File: src/rtl/mux_row_sequencer.sv
// Scan sequencer between the multiplexing LUT and the driver serializer.
// Optional build macro MUX_SCAN_STATS_EN adds the stall_cnt statistics output.
`timescale 1ns/1ps
module mux_row_sequencer #(
  parameter int NB_LEDS_PER_GROUP = 16,
  parameter int NB_LED_ROWS       = 32,
  parameter int DATA_WIDTH        = 16,
  parameter int BLANK_CYCLES      = 8,
  localparam int LED_WIDTH        = $clog2(NB_LEDS_PER_GROUP),
  localparam int LED_ROW_WIDTH    = $clog2(NB_LED_ROWS)
) (
  input  logic                     clk,
  input  logic                     nrst,
  input  logic                     enable,
  output logic [3:0]               ld_row_en,
  output logic [LED_WIDTH-1:0]     led,
  input  logic [LED_ROW_WIDTH-1:0] led_row,
  output logic                     ram_rd_en,
  output logic [LED_ROW_WIDTH-1:0] ram_addr,
  input  logic [DATA_WIDTH-1:0]    ram_rdata,
  output logic [DATA_WIDTH-1:0]    pix_data,
  output logic                     pix_valid,
  input  logic                     pix_ready,
  output logic                     latch,
  output logic                     blank,
  output logic [3:0]               row_en,
  output logic                     frame_done
`ifdef MUX_SCAN_STATS_EN
  ,
  output logic [15:0]              stall_cnt
`endif
);

  localparam int BCNT_W = (BLANK_CYCLES > 1) ? $clog2(BLANK_CYCLES) : 1;
  localparam logic [BCNT_W-1:0]    BCNT_LAST = BCNT_W'(BLANK_CYCLES - 1);
  localparam logic [LED_WIDTH-1:0] LED_LAST  = LED_WIDTH'(NB_LEDS_PER_GROUP - 1);

  typedef enum logic [2:0] {
    S_IDLE, S_FETCH_RD, S_FETCH_CAP, S_SEND, S_LATCH, S_BLANK, S_SWAP
  } state_t;

  state_t              state, next_state;
  logic [BCNT_W-1:0]   blank_cnt, blank_cnt_d;
  logic [LED_WIDTH-1:0] led_d;
  logic [3:0]          ld_row_en_d, row_en_d;
  logic                blank_d, pix_valid_d, latch_d, frame_done_d, cap;
  logic                xfer;

  assign xfer     = (state == S_SEND) && pix_valid && pix_ready;
  assign ram_addr = led_row;

  always_ff @(posedge clk or negedge nrst) begin
    if (!nrst) state <= S_IDLE;
    else       state <= next_state;
  end

  always_comb begin
    next_state = state;
    case (state)
      S_IDLE:      if (enable) next_state = S_FETCH_RD;
      S_FETCH_RD:  next_state = S_FETCH_CAP;
      S_FETCH_CAP: next_state = S_SEND;
      S_SEND:      if (xfer) next_state = (led == LED_LAST) ? S_LATCH : S_FETCH_RD;
      S_LATCH:     next_state = S_BLANK;
      S_BLANK:     if (blank_cnt == BCNT_LAST) next_state = S_SWAP;
      S_SWAP:      next_state = enable ? S_FETCH_RD : S_IDLE;
      default:     next_state = S_IDLE;
    endcase
  end

  // Next values of the registered outputs; ram_rd_en is decoded directly.
  always_comb begin
    ram_rd_en    = (state == S_FETCH_RD);
    led_d        = led;
    ld_row_en_d  = ld_row_en;
    row_en_d     = row_en;
    blank_d      = blank;
    pix_valid_d  = pix_valid;
    latch_d      = 1'b0;
    frame_done_d = 1'b0;
    blank_cnt_d  = blank_cnt;
    cap          = 1'b0;
    case (state)
      S_IDLE: begin
        row_en_d = 4'b0000;
        blank_d  = 1'b1;
      end
      S_FETCH_CAP: begin
        cap         = 1'b1;
        pix_valid_d = 1'b1;
      end
      S_SEND: begin
        if (xfer) begin
          pix_valid_d = 1'b0;
          if (led == LED_LAST) begin
            led_d   = '0;
            latch_d = 1'b1;
            blank_d = 1'b1;
          end else begin
            led_d = led + LED_WIDTH'(1);
          end
        end
      end
      S_LATCH: blank_cnt_d = '0;
      S_BLANK: blank_cnt_d = blank_cnt + BCNT_W'(1);
      S_SWAP: begin
        row_en_d     = ld_row_en;
        ld_row_en_d  = {ld_row_en[2:0], ld_row_en[3]};
        frame_done_d = (ld_row_en == 4'b1000);
        blank_d      = !enable;
      end
      default: ;
    endcase
  end

  always_ff @(posedge clk or negedge nrst) begin
    if (!nrst) begin
      led        <= '0;
      ld_row_en  <= 4'b0001;
      row_en     <= 4'b0000;
      blank      <= 1'b1;
      pix_valid  <= 1'b0;
      latch      <= 1'b0;
      frame_done <= 1'b0;
      blank_cnt  <= '0;
    end else begin
      led        <= led_d;
      ld_row_en  <= ld_row_en_d;
      row_en     <= row_en_d;
      blank      <= blank_d;
      pix_valid  <= pix_valid_d;
      latch      <= latch_d;
      frame_done <= frame_done_d;
      blank_cnt  <= blank_cnt_d;
    end
  end

  // Pixel data path: qualified by pix_valid, so it carries no reset.
  always_ff @(posedge clk) begin
    if (cap) pix_data <= ram_rdata;
  end

`ifdef MUX_SCAN_STATS_EN
  always_ff @(posedge clk or negedge nrst) begin
    if (!nrst)
      stall_cnt <= '0;
    else if (frame_done)
      stall_cnt <= '0;
    else if (pix_valid && !pix_ready && stall_cnt != 16'hFFFF)
      stall_cnt <= stall_cnt + 16'd1;
  end
`endif

endmodule

File: config.mk
export PLATFORM = sky130hd
export DESIGN_NAME = mux_row_sequencer
export DESIGN_NICKNAME = d
export VERILOG_FILES = /design/src/rtl/mux_row_sequencer.sv
export SDC_FILE = /design/constraint.sdc
export NUM_CORES = 1
export LEC_CHECK = 0
export CELL_PAD_IN_SITES_DETAIL_PLACEMENT = 1
export CELL_PAD_IN_SITES_GLOBAL_PLACEMENT = 2
export CORE_ASPECT_RATIO = 0.75
export CORE_UTILIZATION = 30
export CTS_BUF_LIST = sky130_fd_sc_hd__clkbuf_2
export DETAILED_ROUTE_END_ITERATION = 12
export PLACE_DENSITY = 0.95
export SYNTH_ARGS = -nofsm -noshare
export SYNTH_HDL_FRONTEND = slang
export SYNTH_SLANG_ARGS = --single-unit
File: constraint.sdc
create_clock -name clk -period 3.4 [get_ports clk]
set_clock_uncertainty 0.05 [all_clocks]
set_input_delay 1.02 -clock clk [delete_from_list [all_inputs] [get_ports clk]]
set_output_delay 1.02 -clock clk [all_outputs]
set_load 0.01 [all_outputs]
==> results of run 1 <==
path summary, 6_finish.rpt:
kind | slack, ps | startpoint | end | cells past startpoint
max | 510 | state[0]$_DFFE_PN0P_ | ram_rd_en | 3
min | 440 | ld_row_en[1]$_DFFE_PN0N_ | frame_done$_DFF_PN0_ | 1
max reg2reg | 1630 | state[2]$_DFFE_PN0P_ | pix_data[9]$_DFFE_PP_ | 3
min reg2reg | 440 | ld_row_en[1]$_DFFE_PN0N_ | frame_done$_DFF_PN0_ | 1
max in group asynchronous | 2080 | nrst | ld_row_en[0]$_DFFE_PN1N_ | 2
min in group asynchronous | 890 | nrst | row_en[2]$_DFFE_PN0P_ | 2
final cells by class:
cell class,count,area (um^2)
clock inverter,3,16.3
fill,526,2760
timing repair buffer,53,528
clock buffer,5,25.0
sequential,38,1030
multi-input combinational,60,420
inverter,5,18.8
tap,60,75.1
routing by layer:
layer / up-vias / global-route usage [%]
li1: 493 / -
met1: 512 / 16.3
met2: 52 / 23.1
met3: 5 / 5.37
met4: 0 / 2.80
met5: - / 0
cells in the mapped netlist, types with 2 or more instances:
cell type,instances
dfrtp_1,20
edfxtp_1,16
nand2_1,14
o21ai_0,6
buf_4,5
inv_1,5
mux2_2,4
a22o_1,3
ha_1,3
nand2b_1,3
nand3_1,3
a31oi_1,2
and3_1,2
buf_2,2
dfstp_2,2
nor2_1,2
nor2b_1,2
where the power goes:
group | total [W] | internal (W) | switching (W)
clock | 0.000197 | 0.0000470 | 0.000150
combinational | 0.000416 | 0.000223 | 0.000193
sequential | 0.000666 | 0.000583 | 0.0000830
total | 0.00128 | 0.000852 | 0.000427
registers in the layout, summed over array words and instances (netlist names):
register	flops
pix_valid	1
blank	1
latch	1
pix_data	16
row_en	4
led	4
frame_done	1
blank_cnt	3
ld_row_en	4
state	3
stage by stage:
stage               util (%)  setup WS (ps)
floorplan                  -           1190
global placement        42.6            992
detailed placement      42.6            948
CTS                     43.5            479
global route            43.5            390
finish                  43.5            510
cells in the final DEF (no fill, tap or decap), types with 2 or more instances in the layout:
cell             Yosys  routed
edfxtp_1            16      16
nand2b_1             3       3
mux2_2               4       4
ha_1                 3       3
nand2_1             14      14
a22o_1               3       3
dfstp_2              2       2
a31oi_1              2       2
o21ai_0              6       6
nor2_1               2       2
nor2b_1              2       2
inv_1                5       5
and3_1               2       2
nand3_1              3       3
clkdlybuf4s50_1      0      52
dfrtp_1             20      20
clkbuf_2             0       5
cell families (layout without fill, tap and decap cells):
| logic type | count (synthesis) | in the layout | share of synthesized area [%] |
|---|---|---|---|
| AOI/OAI and AO/OA | 16 | 16 | 7.41 |
| and+or+nand+nor | 35 | 35 | 13.6 |
| adders and majority gates | 3 | 3 | 2.47 |
| xor gates and xnor gates | 1 | 1 | 0.576 |
| buffers and inverters | 12 | 66 | 4.36 |
| muxes | 5 | 5 | 3.62 |
| DFF | 38 | 38 | 68.0 |
worst max-delay path, cell delays in order (launching register included):
cell and delay (ps):
dfrtp_1 670, nand2b_1 140, nor2_1 110, clkdlybuf4s50_1 540
==> results.ini, run 1 <==
[outcome]
status=finished, violations left
violations=DRC

[power]
p_leak_nw=0.880
vdd_ir_drop_max_v=0.000324
power_w=0.00128
power_density_nw_per_um2=604

[final_layout]
fin_area_um2=2120
n_antenna_cell=0
drive_gt1_share_pct=11.6
final_cells=224
syn2layout_area_growth_pct=39.3
fin_nets=191

[setup_path]
start_kind=register
crit_path_end_kind=output pin
critical_path_arrival_ps=1820
critical_path_class=register to output pin
crit_path_max_fanout=13
required_ps=2330

[cts]
path_clk_slew_ps=220
post_cts_buffers=0
cts_sinks=38
clock_latency_ps=390
htreeDepth=2
cts.repair.resized=0
clockRootBuffer=clkbuf_2
cts_made_buffers=5
clk_path_buf_depth=2
postCtsHoldBufs=0
cts_tree=yes

[sta]
slew_viol_final=0
fin_crit_ps=2890
holdWs_ps=442
hold_viol=0
worst_pin_slew_ps=571
rsz0062_at_grt=no
fin_setup_tns_ps=0
setup-violations-final=0
maxSlewHeadroom_pct=61.9
fmax_mhz=346
finalCritPeriodShare_pct=85.0

[drt]
drtIter0Drc=58
wl_met1_um=1540
wl_per_cell_um=15.4
first_pass_iters=8
drtAntennaViolNets=0
vias=1062
wl_met3_um=359
drt_drc_violations_left=19
top_layer_used=met4
met2_wirelength_um=1530
drt-total-wl_um=3450
viasPerCell=4.74

[global_routing]
grt_pass1_vias=1094
antenna_found_initial=0
grtUsageTotal_pct=13.5
grt_start_max_net_pins=23
grt_overflow=0
grt_pass1_wl_um=5500

[floorplanning]
initial_core_util_pct=31.2
die_area_um2=5360
rows=22
die_h_um=63.7
core_area_um2=4870
dieWidth_um=84.2
ios=63

[yosys]
synth_seq_cells=38
yosys.area.top_type=dfrtp_1
synth_top_area_share_pct=32.9
netlist_top_cells_area=dfrtp_1 (33%), edfxtp_1 (32%), dfstp_2 (3.5%)
avgSynthCellArea_um2=13.8
syn_nets=138
netlist-cell-type-count=33
syn_area_um2=1520
synth_edf_count=16
ys_warn_count=0
synth_cells=110
ys.flop_type=dfrtp_1
yosysSeqAreaShare_pct=68.0
async_flop_share_pct=57.9

[worst_hold_path]
hp-class=register to register

[placement]
dp.cells=216
placedInstanceArea_um2=2080
place.gp.congestion=0.801
dp_hpwl_um=2580
portBuffers=52

[job]
cap_violations=0

Note: power is estimated with default switching activity, not from simulation.
==> run 2, diff against run 1 <==
CORE_UTILIZATION = 28   (was 30)
PLACE_DENSITY = 0.91   (was 0.95)
clock period = 2.9 ns   (was 3.4 ns; I/O delays follow)
==> run 2 against run 1 <==
  * The run now ends clean
  * Critical path depth is the same
  * Cell count grew 5.4%
  * Register-to-register slack lost 530 ps
  * Die area grew 6.9%
  * Hold slack gained 16 ps
  * Combinational power grew 17%
  * Clock-buffer cell count is the same
  * First-iteration DRC count shrank 47%
  * Highest routed layer is now met3
==> results.ini, run 2 (synthesis gave the netlist of run 1 again) <==
[setup_path]
start_kind=register
crit_path_top_delay_cell=dfrtp_1
crit_chain=nand2b_1 -> nor2_1 -> clkdlybuf4s50_1
crit_path_max_incr_delay_ps=640
critical_path_class=register to output pin
crit_path_max_fanout=13
critical_path_arrival_ps=1790
required_ps=1980
crit_path_end_kind=output pin

[power]
comb_power_share_pct=30.5
p_int_w=0.00109
swShare_pct=31.6
vdd_ir_drop_max_v=0.000311
p_leak_nw=0.889
p_sw_w=0.000502
power_density_nw_per_um2=737
share_seq_of_total_power_pct=48.8
clkPwrFrac_pct=20.7

[final_layout]
final_cell_mix=clkdlybuf4s50_1 (52), dfrtp_1 (20), edfxtp_1 (16)
fillers=549
syn2layout_area_growth_pct=42.1
fin_nets=191
fin_area_um2=2160
final_cells=236
final_util_pct=42.7
final_common_cell=clkdlybuf4s50_1
drive_gt1_share_pct=12.2
regMostFlops=pix_data
n_antenna_cell=0
largest_reg_flops=16

[cts]
cts_tree=yes
postCtsHoldBufs=0
clockRootBuffer=clkbuf_2
cts.repair.resized=0
clk_path_buf_depth=2
htreeDepth=2
path_clk_slew_ps=210
cts_sinks=38
cts_made_buffers=5
post_cts_buffers=0
clock_latency_ps=380

[drt]
viasPerCell=4.43
drt-total-wl_um=3470
vias=1045
wl_per_cell_um=14.7
drtIter0Drc=31
first_pass_iters=4
drt_drc_violations_left=0
drtAntennaViolNets=0

[sta]
rsz0062_at_grt=no
fin_crit_ps=2710
slew_viol_final=0
fmax_mhz=369
fin_ws_ps=189
maxSlewHeadroom_pct=60.4
setup-violations-final=0
finalCritPeriodShare_pct=93.5
worst_pin_slew_ps=593
hold_viol=0
fin_setup_tns_ps=0

[floorplanning]
rows=22
die_area_um2=5730
core_area_um2=5060
die_h_um=65.8
ios=63
dieWidth_um=87.1
initial_core_util_pct=30.0

[global_routing]
grt_pass1_wl_um=5530
busiest_layer=met2
met3_usage_pct=4.62
grt_pass1_vias=1092
use_met2_pct=22.4
grt_overflow=0
grtUsageTotal_pct=13.1
met1_usage_pct=15.6
grt_start_max_net_pins=23
antenna_found_initial=0

[job]
cap_violations=0

[placement]
portBuffers=52
dp.cells=228
pre_cts_slack_ps=620
placedInstanceArea_um2=2090
place.gp.congestion=0.716
dp_hpwl_um=2610

[outcome]
status=finished clean

[worst_hold_path]
hp-class=register to register

-- run 2: power by group through the flow --
| stage | clock (W) | combinational [W] | sequential (W) |
|---|---|---|---|
| floorplan | 0 | 0.000223 | 0.000798 |
| global placement | 0 | 0.000475 | 0.000778 |
| detailed placement | 0 | 0.000492 | 0.000790 |
| CTS | 0.000345 | 0.000494 | 0.000779 |
| global route | 0.000370 | 0.000533 | 0.000794 |
| finish | 0.000330 | 0.000486 | 0.000776 |
-- run 2: area by class of cell --
| type | count | area, um^2 | share of cell area, % |
|---|---|---|---|
| Inverter | 5 | 18.8 | 0.869 |
| Clock inverter | 3 | 45.0 | 2.08 |
| Timing Repair Buffer | 53 | 528 | 24.4 |
| Multi-Input combinational cell | 60 | 420 | 19.5 |
| Tap cell | 72 | 90.1 | 4.17 |
| Sequential cell | 38 | 1030 | 47.8 |
| Clock buffer | 5 | 25.0 | 1.16 |
-- run 2: per-stage QoR --
| step | hold WS [ps] | power, W |
|---|---|---|
| after global placement | 407 | 0.00125 |
| final | 458 | 0.00159 |
| after CTS | 469 | 0.00162 |
| after global routing | 495 | 0.00170 |
| after detailed placement | 428 | 0.00128 |
| after floorplan | 393 | 0.00102 |
-- run 2: path summary, 6_finish.rpt --
kind / from / to / slack, ps / cells after the start
min in group asynchronous: nrst / blank_cnt[0]$_DFFE_PN0P_ / 760 / 2
worst max-delay path: state[0]$_DFFE_PN0P_ / ram_rd_en / 190 / 3
worst min-delay path: blank_cnt[1]$_DFFE_PN0P_ / blank_cnt[1]$_DFFE_PN0P_ / 460 / 2
max in group asynchronous: nrst / ld_row_en[0]$_DFFE_PN1N_ / 1730 / 2
worst min register to register: blank_cnt[1]$_DFFE_PN0P_ / blank_cnt[1]$_DFFE_PN0P_ / 460 / 2
worst max register to register: state[2]$_DFFE_PN0P_ / pix_data[13]$_DFFE_PP_ / 1100 / 3
-- run 2: critical path, delay by kind of cell, from the launching register on --
| family | cells | cell delay, ps |
|---|---|---|
| DFF | 1 | 640 |
| buffers and inverters | 1 | 540 |
| and+or+nand+nor | 2 | 230 |
-- run 2: layer usage --
metal,vias to the layer above,share of wire [%]
met3,0,7.8
met2,41,48
met5,-,0
met1,512,45
met4,0,0
li1,492,-
==> run 3, diff against run 2 <==
PLACE_DENSITY = default   (was 0.91)
PLACE_DENSITY_LB_ADDON = 0.1   (was default)
==> run 3 against run 2 <==
  * Sequential power is essentially flat
  * Flip-flop and latch count is the same
  * Register-to-register slack gained 30 ps
==> results.ini, run 3 (synthesis gave the netlist of run 1 again) <==
[outcome]
status=finished clean

[sta]
worst_pin_slew_ps=610
finalCritPeriodShare_pct=90.2
fin_setup_tns_ps=0
fmax_mhz=382
hold_viol=0
slew_viol_final=0
setup-violations-final=0
fin_ws_ps=283
fin_crit_ps=2620
maxSlewHeadroom_pct=59.3
rsz0062_at_grt=no

[power]
vdd_ir_drop_max_v=0.000464
swShare_pct=31.1
clkPwrFrac_pct=20.1
comb_power_share_pct=30.9
power_density_nw_per_um2=737
p_int_w=0.00109
p_sw_w=0.000494
p_leak_nw=0.893
share_seq_of_total_power_pct=49.0

[final_layout]
final_cells=236
fin_area_um2=2160
fin_nets=191
final_common_cell=clkdlybuf4s50_1
final_util_pct=42.6
regMostFlops=pix_data
final_cell_mix=clkdlybuf4s50_1 (52), dfrtp_1 (19), edfxtp_1 (16)
drive_gt1_share_pct=12.2
n_antenna_cell=0
syn2layout_area_growth_pct=41.8
largest_reg_flops=16

[worst_hold_path]
hold_depth=2
hold_start=row_en[3]$_DFFE_PN0P_
hp-class=register to register
holdPathEnd=row_en[3]$_DFFE_PN0P_

[drt]
wl_per_cell_um=14.4
drt_drc_violations_left=0
vias=1048
viasPerCell=4.44
first_pass_iters=4
drtIter0Drc=36
drtAntennaViolNets=0
drt-total-wl_um=3400

[setup_path]
crit_path_max_incr_delay_ps=540
required_ps=1980
reg2reg_to=pix_data[10]$_DFFE_PP_
crit_path_max_fanout=8
crit_path_end_kind=output pin
ff2ff_path_depth=3
crit_path_top_delay_cell=clkdlybuf4s50_1
start_kind=register
critical_path_class=register to output pin
crit_chain=nand2b_1 -> nor2_1 -> clkdlybuf4s50_1
critical_path_arrival_ps=1700
rrSetupSlack_ps=1130
r2r-start=state[2]$_DFFE_PN0P_

[global_routing]
grtUsageTotal_pct=13.6
antenna_found_initial=0
grt_pass1_wl_um=5630
grt_start_max_net_pins=23
grt_overflow=0
grt_pass1_vias=1090

[cts]
clk_path_buf_depth=2
htreeDepth=2
postCtsHoldBufs=0
cts_tree=yes
path_clk_slew_ps=190
clockRootBuffer=clkbuf_2
cts_made_buffers=5
clock_latency_ps=380
post_cts_buffers=0
cts_sinks=38

[floorplanning]
die_h_um=65.8
rows=22
die_area_um2=5730
ios=63
initial_core_util_pct=30.0
dieWidth_um=87.1
core_area_um2=5060

[placement]
pre_cts_slack_ps=615
dp_hpwl_um=2540
dp.cells=228
portBuffers=52
placedInstanceArea_um2=2090
place.gp.congestion=0.729

[job]
cap_violations=0

run 3: cell type report:
type                       instances  area (um^2)
sequential                        38         1030
multi-input combinational         60          420
inverter                           5         18.8
clock buffer                       6         30.0
fill                             565         2910
timing repair buffer              53          528
tap                               72         90.1
clock inverter                     2         33.8
run 3: metal layers:
layer	up-vias	share of wire, %	track usage (%)
met5	-	0	0
met4	0	1.8	6.46
met3	9	5.2	4.12
met2	36	46	21.0
met1	514	47	17.5
li1	489	-	-
run 3: worst max-delay path, delay by kind of cell, from the launching register on:
family                 cells  cell delay, ps
flip-flops                 1             490
buffers and inverters      1             540
AND/OR/NAND/NOR            2             290
run 3: stage by stage:
step                total power, W  hold slack, ps
floorplan                  0.00102             393
global placement           0.00127             410
detailed placement         0.00129             427
CTS                        0.00162             469
global route               0.00170             498
finish                     0.00159             454
run 3: worst max-delay path by stage:
stage	start	endpoint	slack [ps]	cells after the start
after CTS	state[0]$_DFFE_PN0P_	ram_rd_en	100	3
after detailed placement	state[0]$_DFFE_PN0P_	ram_rd_en	610	3
after floorplan	led_row[0]	ram_addr[0]	990	1
after global routing	state[1]$_DFFE_PN0P_	ram_rd_en	140	3
after global placement	state[0]$_DFFE_PN0P_	ram_rd_en	620	3
final	state[1]$_DFFE_PN0P_	ram_rd_en	280	3
run 3: repair_timing:
item                                   in CTS  in global routing
endpoints found under the hold margin       0                  0
setup endpoints to repair                   0                  1
gates resized for setup                     0                  1
run 3: power groups by stage:
stage	Sequential, W	Clock, W	Combinational [W]
finish	0.000777	0.000320	0.000491
global route	0.000794	0.000360	0.000542
CTS	0.000777	0.000340	0.000505
detailed placement	0.000788	0	0.000502
global placement	0.000778	0	0.000489
floorplan	0.000798	0	0.000223
